==> src/rtl/mode_ctrl_pkg.sv <==
// Shared widths, defaults and types for the mode/speed controller.
package mode_ctrl_pkg;

    localparam int unsigned MODE_W           = 4;
    localparam int unsigned SPEED_W          = 4;
    localparam int unsigned NUM_MODES        = 16;
    localparam int unsigned DEFAULT_DEBOUNCE = 500000;

    typedef logic [MODE_W-1:0]  mode_t;
    typedef logic [SPEED_W-1:0] speed_t;

    // Advance to the next mode, wrapping after the last one.
    function automatic mode_t next_mode(input mode_t m);
        return MODE_W'((32'(m) + 32'd1) % NUM_MODES);
    endfunction

endpackage

==> src/rtl/debounce_bit.sv <==
// One raw asynchronous input: 2-flop synchronizer followed by a counting debouncer.
// level is the debounced value; fall pulses for one cycle when level goes 1->0.
module debounce_bit
    import mode_ctrl_pkg::*;
#(
    parameter int unsigned DEBOUNCE_CYCLES = DEFAULT_DEBOUNCE,
    parameter int unsigned CNT_W           = 20,
    parameter logic        RST_VAL         = 1'b0
) (
    input  logic clkin,
    input  logic rst_n,
    input  logic raw,
    output logic level,
    output logic fall
);

    logic [1:0]       sync_q;
    logic [CNT_W-1:0] cnt_q, cnt_d;
    logic             level_q, level_d;
    logic             fall_q, fall_d;

    // Count consecutive cycles the synchronized input disagrees with level.
    always_comb begin
        cnt_d   = cnt_q;
        level_d = level_q;
        fall_d  = 1'b0;
        if (sync_q[1] == level_q) begin
            cnt_d = '0;
        end else if (cnt_q == CNT_W'(DEBOUNCE_CYCLES - 1)) begin
            cnt_d   = '0;
            level_d = sync_q[1];
            fall_d  = level_q & ~sync_q[1];
        end else begin
            cnt_d = cnt_q + CNT_W'(1);
        end
    end

    always_ff @(posedge clkin or negedge rst_n) begin
        if (!rst_n) begin
            sync_q  <= {2{RST_VAL}};
            cnt_q   <= '0;
            level_q <= RST_VAL;
            fall_q  <= 1'b0;
        end else begin
            sync_q  <= {sync_q[0], raw};
            cnt_q   <= cnt_d;
            level_q <= level_d;
            fall_q  <= fall_d;
        end
    end

    assign level = level_q;
    assign fall  = fall_q;

endmodule

==> src/rtl/mode_ctrl.sv <==
// Debounces switches (and optionally a push-button) into registered mode/speed.
// Define MODE_CTRL_KEY_EN to enable the key_n press-to-advance feature.
module mode_ctrl
    import mode_ctrl_pkg::*;
#(
    parameter int unsigned DEBOUNCE_CYCLES = DEFAULT_DEBOUNCE,
    parameter int unsigned CNT_W           = 20
) (
    input  logic       clkin,
    input  logic       rst_n,
    input  logic [7:0] sw,
    input  logic       key_n,
    output mode_t      mode,
    output speed_t     speed,
    output logic       changed
);

    logic [7:0] sw_lvl;
    logic [7:0] sw_fall;
    logic       key_press;
    mode_t      sw_mode;
    speed_t     sw_speed;

    mode_t      mode_q, mode_d, mode_sw_q;
    speed_t     speed_q, speed_d;
    logic       changed_q, changed_d;

    for (genvar i = 0; i < 8; i++) begin : g_sw
        debounce_bit #(
            .DEBOUNCE_CYCLES(DEBOUNCE_CYCLES),
            .CNT_W          (CNT_W),
            .RST_VAL        (1'b0)
        ) u_db (
            .clkin(clkin),
            .rst_n(rst_n),
            .raw  (sw[i]),
            .level(sw_lvl[i]),
            .fall (sw_fall[i])
        );
    end

    logic unused_sw_fall;
    assign unused_sw_fall = ^sw_fall;

`ifdef MODE_CTRL_KEY_EN
    logic key_lvl;
    logic unused_key_lvl;

    debounce_bit #(
        .DEBOUNCE_CYCLES(DEBOUNCE_CYCLES),
        .CNT_W          (CNT_W),
        .RST_VAL        (1'b1)
    ) u_db_key (
        .clkin(clkin),
        .rst_n(rst_n),
        .raw  (key_n),
        .level(key_lvl),
        .fall (key_press)
    );
    assign unused_key_lvl = key_lvl;
`else
    logic unused_key_n;
    assign unused_key_n = key_n;
    assign key_press    = 1'b0;
`endif

    assign sw_mode  = mode_t'(sw_lvl[7:4]);
    assign sw_speed = speed_t'(sw_lvl[3:0]);

    // A debounced switch change outranks a key press landing in the same cycle.
    always_comb begin
        mode_d = mode_q;
        if (sw_mode != mode_sw_q) begin
            mode_d = sw_mode;
        end else if (key_press) begin
            mode_d = next_mode(mode_q);
        end
        speed_d   = sw_speed;
        changed_d = (mode_d != mode_q) || (speed_d != speed_q);
    end

    always_ff @(posedge clkin or negedge rst_n) begin
        if (!rst_n) begin
            mode_q    <= '0;
            mode_sw_q <= '0;
            speed_q   <= '0;
            changed_q <= 1'b0;
        end else begin
            mode_q    <= mode_d;
            mode_sw_q <= sw_mode;
            speed_q   <= speed_d;
            changed_q <= changed_d;
        end
    end

    assign mode    = mode_q;
    assign speed   = speed_q;
    assign changed = changed_q;

endmodule

==> config.mk <==
export PLATFORM = sky130hd
export DESIGN_NAME = mode_ctrl
export DESIGN_NICKNAME = d
export VERILOG_FILES = /design/src/rtl/mode_ctrl_pkg.sv /design/src/rtl/debounce_bit.sv /design/src/rtl/mode_ctrl.sv
export SDC_FILE = /design/constraint.sdc
export NUM_CORES = 1
export LEC_CHECK = 0
export CAP_MARGIN = 20
export CELL_PAD_IN_SITES_DETAIL_PLACEMENT = 1
export CELL_PAD_IN_SITES_GLOBAL_PLACEMENT = 1
export CORE_UTILIZATION = 25
export CTS_CLUSTER_SIZE = 25
export DETAILED_ROUTE_END_ITERATION = 7
export PLACE_DENSITY_LB_ADDON = 0.1
export SKIP_CTS_REPAIR_TIMING = 1
export SKIP_LAST_GASP = 1
export SLEW_MARGIN = 5
export SYNTH_ARGS = -nofsm -noshare
export SYNTH_HDL_FRONTEND = slang
export SYNTH_SLANG_ARGS = --single-unit
==> constraint.sdc <==
create_clock -name clkin -period 4.53 [get_ports clkin]
set_input_delay 0.906 -clock clkin [delete_from_list [all_inputs] [get_ports clkin]]
set_output_delay 0.906 -clock clkin [all_outputs]
set_load 0.01 [all_outputs]
# == Yosys cells after proc, flatten, opt, wreduce, memory -nomap -nowiden ==
# Cells that the tools add are included.
# classes
n_addsub,8
eq_ne,19
n_mux,17
bitwise,8
reduce_logical,9
# op_table
cell,n
20-bit 2-to-1 mux,16
20-bit by 1-bit adder with 20-bit output (second input constant),8
20-bit by 19-bit == test with 1-bit output (second input constant),8
2-bit AND reduction,8
4-bit inequality test,3
1-bit == test,8
1-bit inverter,8
4-bit 2-to-1 mux,1
1-bit logical OR,1
# totals
reg_bits,197
inputBits,11
output_inout_bits,9
elab_cells,89

# == Depth between registers and ports, before layout ==
# logic_depth
word_depth,4
depth_mapped,7
ltp_nobuf,5

# == Modules after synthesis ==
# Synthesis repeated with hierarchy kept, for this count alone.
# hier_totals
hier_cells,913
hier_area_um2,9853.2
# modules_own_cells
mod,n_inst,cells_each,area_each_um2
debounce_bit,8,110,1167.4
mode_ctrl,1,33,514.2

# == Least setup slack after synthesis ==
# No wires, ideal clock.
# synth_path
path_kind,register to register
startpoint,register g_sw[5].u_db.cnt_q[10]
endpoint,register g_sw[5].u_db.level_q
setup_ns,0.125
arrival_ns,1.775
path_slack_ns,2.631
stages_incl_launch_ff,5
path_buffers,0
period_less_slack_ns,1.899
cell_sequence,dfrtp_1 -> or4bb_1 -> or4_1 -> nor2_1 -> mux2_2
# synth_between
elab_chain_cells,2
# synth_lines
item,line_no,text
from (decl),debounce_bit.sv:18,"logic [CNT_W-1:0] cnt_q, cnt_d;"
from (signal assigned),debounce_bit.sv:46,cnt_q <= cnt_d;
20-bit by 19-bit == test with 1-bit output,debounce_bit.sv:29,end else if (cnt_q == CNT_W'(DEBOUNCE_CYCLES - 1)) begin
2-bit AND reduction (no source line),--,
to (signal assigned),debounce_bit.sv:47,level_q <= level_d;
to (decl),debounce_bit.sv:19,"logic level_q, level_d;"
# Every way passes these cells.
# A chain may end at the register's enable or synchronous reset.

# == Final worst setup path ==
# layout_path
startpoint,register g_sw[5].u_db.cnt_q[10]
endpoint,register g_sw[5].u_db.cnt_q[14]
# layout_between
elab_chain_cells,3
elab_cells_between_ends,4
classes_between,add/sub (1); eq/ne (1); mux (2)
# layout_lines
item,line_no,text
20-bit by 1-bit adder with 20-bit output / 20-bit by 19-bit == test with 1-bit output (equally long branches),"debounce_bit.sv:34, debounce_bit.sv:29",
20-bit 2-to-1 mux (*),debounce_bit.sv:29,
20-bit 2-to-1 mux (*),debounce_bit.sv:27,if (sync_q[1] == level_q) begin
net g_sw[5].u_db.cnt_d[14],debounce_bit.sv:18,
# Mark *: on every way through the listed nets, which the timed path passes. The rest lies on a longest branch.

==> summary.md <==
| Metric | Value |
|---|---|
| Status | finished clean |
| Register area share after synthesis | 52.6% |
| GR Util met2 | 19.1% |
| Met3 Use GR | 2.64% |
| Critical Path Sink Type | register |
| Most frequent cells in the layout | 197 x dfrtp_1, 126 x nor2_1, 63 x xnor2_1 |
| Hold WS | 0.351 ns |
| TNS Setup | 0 ns |
| Data required, critical path | 4.82 ns |
| Post-Synth XOR/XNOR Area | 11.3% |
| Number of I/O pins | 20 |
| Core Footprint | 0.0368 mm^2 |
| Via density | 4.73 |
| Adder-cell area share of the yosys netlist | 1.07% |
| Final worst-path cycle share | 53.9% |
| Crit start category | register |
| Slew headroom | 38.7% |
| Worst path cell trace | or4bb_1 > or4_1 > o21ai_2 > nor2_1 |
| Total CTS buffers | 17 |
| Worst Path Arrival | 2.73 ns |
| Worst path slowest cell | o21ai_2 |
| RD Place Congestion | 0.692 |
| Vias in the first global route | 7115 |
| Syn nets | 932 |
| WL/cell | 15.1 um |
| First-pass GRT wire length | 37500 um |
| # setup viols final | 0 |
| Final #Nets | 954 |
| Largest family of logic cells by synthesized area | simple AND/OR/NAND/NOR gates |
| Max-slew violation count | 0 |
| Worst-Margin Slew | 0.919 ns |
| TritonRoute pass-1 iters | 4 |
| Antenna cell count | 0 |
| Crit path kind | reg2reg |
| Max stage delay on crit path | 0.72 ns |
| Busiest grt layer | met2 |
| Total routed wirelength | 21300 um |
| Most used flip-flop cell after synthesis | dfrtp_1 |
| HP Start | g_sw[1].u_db.sync_q[0]$_DFF_PN0_ |
| Rows | 70 |
| Commonest non-fill, non-tap cell in the layout | dfrtp_1 |
| Peak VDD IR | 0.230 mV |
| Initial Util | 25.5% |
| M1 GR Usage | 16.7% |
| GRT Total Usage | 12.2% |
| Synth-to-Final Area Change | 14.5% |
| Synth Area in Compound Gates | 6.44% |
| R2R setup slack | 2.09 ns |
| Post-synthesis mux area share | 1.55% |
| Final Hold Vio Count | 0 |
| Antenna violations before repair | 0 |
| CTS tree | done |
| DIE AREA | 0.0383 mm^2 |
| Lkg Pwr | 4.28 nW |
| Grt ovf | 0 |
| Crit-path max FO | 20 |
| Syn_area_per_cell | 10.3 um^2 |
| R2r startpoint | g_sw[5].u_db.cnt_q[10]$_DFF_PN0_ |
| Hold Crit Depth | 0 |
| Achievable frequency | 410 MHz |
| Fill count | 4137 |
| Mapped Cells | 913 |
| Asr flop ratio synth | 100% |
| Clock Sinks | 197 |
| Pwr/cell area | 330 mW/mm^2 |
| R2r endpoint | g_sw[5].u_db.cnt_q[14]$_DFF_PN0_ |
| Hold Crit Endpoint | g_sw[1].u_db.sync_q[1]$_DFF_PN0_ |
| Clk root buf | clkbuf_16 |
| EDFF count, synth | 0 |
| Worst-case clock buffer depth | 2 |
| Largest net degree at the start of global routing | 112 |
| Worst r2r path cells | 4 |
| Fin crit period | 2.44 ns |
| Clock Latency Late Sink | 0.44 ns |
| Clock slew at reported path FFs | 0.07 ns |
| Max Cap Viol | 0 |
| Vias | 6704 |
| # H-tree levels | 4 |
| RSZ-0062 raised after global routing | false |
| Die height | 196 um |
| Starting DRT DRC Count | 251 |
| Unique masters post-synth | 44 |
| Die Span X | 196 um |
| Detailed Place HPWL | 14400 um |
| FF+latch count, synth | 197 |
| # DRC | 0 |
| Layout Skew | 0.0126 ns |
| Mapped cell area | 0.00937 mm^2 |
| Synth warn | 0 |
| Min-delay worst type | reg2reg |
| Simple-gate share of the synthesized area | 24.8% |
| Antenna viol nets, final | 0 |
| IO Port Bufs | 18 |
| Layout cell share with drive strength beyond 1 | 7.91% |
==> state kept, by name, summed over array words and instances, names as in the netlist <==
name	count
g_sw.u_db.level	8
g_sw.u_db.sync_q	16
mode_sw_q	4
changed	1
speed	4
g_sw.u_db.cnt_q	160
mode	4
==> area by class of cell <==
| cell class | count | area, um^2 | share of cell area (%) |
|---|---|---|---|
| Sequential cell | 197 | 4930 | 46.0 |
| Multi-Input combinational cell | 669 | 4240 | 39.6 |
| Tap cell | 468 | 586 | 5.46 |
| Clock buffer | 17 | 425 | 3.97 |
| Timing Repair Buffer | 27 | 260 | 2.43 |
| Clock inverter | 15 | 194 | 1.81 |
| Inverter | 23 | 86.3 | 0.805 |
==> cell usage after synthesis (all sizes together), types with 2 or more instances <==
master  count  area, um^2
nor4       25         156
and4       18         158
nand3      54         275
ha          8         100
o41ai       5        81.3
mux2       12         135
or4        22         169
and2       12        75.1
inv        23        86.3
o31ai      17         143
buf         8        53.8
or2         2        12.5
or3        31         194
nor2      126         473
o21ai      29         145
clkbuf     16        63.8
dfrtp     197        4930
a21oi      43         215
nand4b      3        26.3
xor2       58         508
nor4b      11        96.3
nor3       19        95.1
nand2      53         201
and3        5        31.3
or4b        3        30.0
xnor2      63         552
nand4      44         307
==> cells by family after synthesis <==
family                   Yosys count
adder cells (fa/ha/maj)            8
AND/OR/NAND/NOR                  431
XOR/XNOR                         121
flip-flops                       197
buffers and inverters             47
multiplexers                      13
AO/OA/AOI/OAI                     96
==> per-stage QoR <==
stage                     instances  total power, W  util, %  setup WS [ns]  cell area, um^2
after detailed placement       1382         0.00196     27.4           1.99            10100
after floorplan                 913         0.00189        -           2.63             9370
after global placement         1382         0.00196     27.4           2.04            10100
after global routing           1416         0.00372     29.2           1.81            10700
after CTS                      1414         0.00364     29.1           1.99            10700
final                          1416         0.00354     29.2           2.09            10700
==> worst max-delay path by stage <==
stage | end | startpoint | cells past startpoint | slack (ns)
after floorplan | g_sw[5].u_db.level$_DFFE_PN0P_ | g_sw[5].u_db.cnt_q[10]$_DFF_PN0_ | 4 | 2.63
after global placement | g_sw[5].u_db.cnt_q[3]$_DFF_PN0_ | g_sw[5].u_db.cnt_q[10]$_DFF_PN0_ | 4 | 2.04
after detailed placement | g_sw[5].u_db.cnt_q[14]$_DFF_PN0_ | g_sw[5].u_db.cnt_q[0]$_DFF_PN0_ | 5 | 1.99
after CTS | g_sw[5].u_db.cnt_q[14]$_DFF_PN0_ | g_sw[5].u_db.cnt_q[0]$_DFF_PN0_ | 5 | 1.99
after global routing | g_sw[5].u_db.cnt_q[3]$_DFF_PN0_ | g_sw[5].u_db.cnt_q[0]$_DFF_PN0_ | 5 | 1.81
final | g_sw[5].u_db.cnt_q[14]$_DFF_PN0_ | g_sw[5].u_db.cnt_q[10]$_DFF_PN0_ | 4 | 2.09
==> worst max-delay path, delay by kind of cell, from the launching register on <==
kind             cells  cell delay, ns
AND/OR/NAND/NOR      3            1.14
AO/OA/AOI/OAI        1            0.72
flip-flops           1            0.43
==> power by group <==
group | internal [W] | total (W) | switching [W] | leakage (nW)
logic | 0.0000354 | 0.000116 | 0.0000805 | 1.30
registers | 0.00178 | 0.00181 | 0.0000255 | 2.70
clock network | 0.000885 | 0.00162 | 0.000730 | 0.287
total | 0.00270 | 0.00354 | 0.000836 | 4.28
==> routing by layer <==
layer | share of wire [%] | vias up
li1 | - | 3292
met1 | 52 | 3370
met2 | 45 | 31
met3 | 2.1 | 11
met4 | 1.0 | 0
met5 | 0 | -
Note: power is estimated with default switching activity, not from simulation.
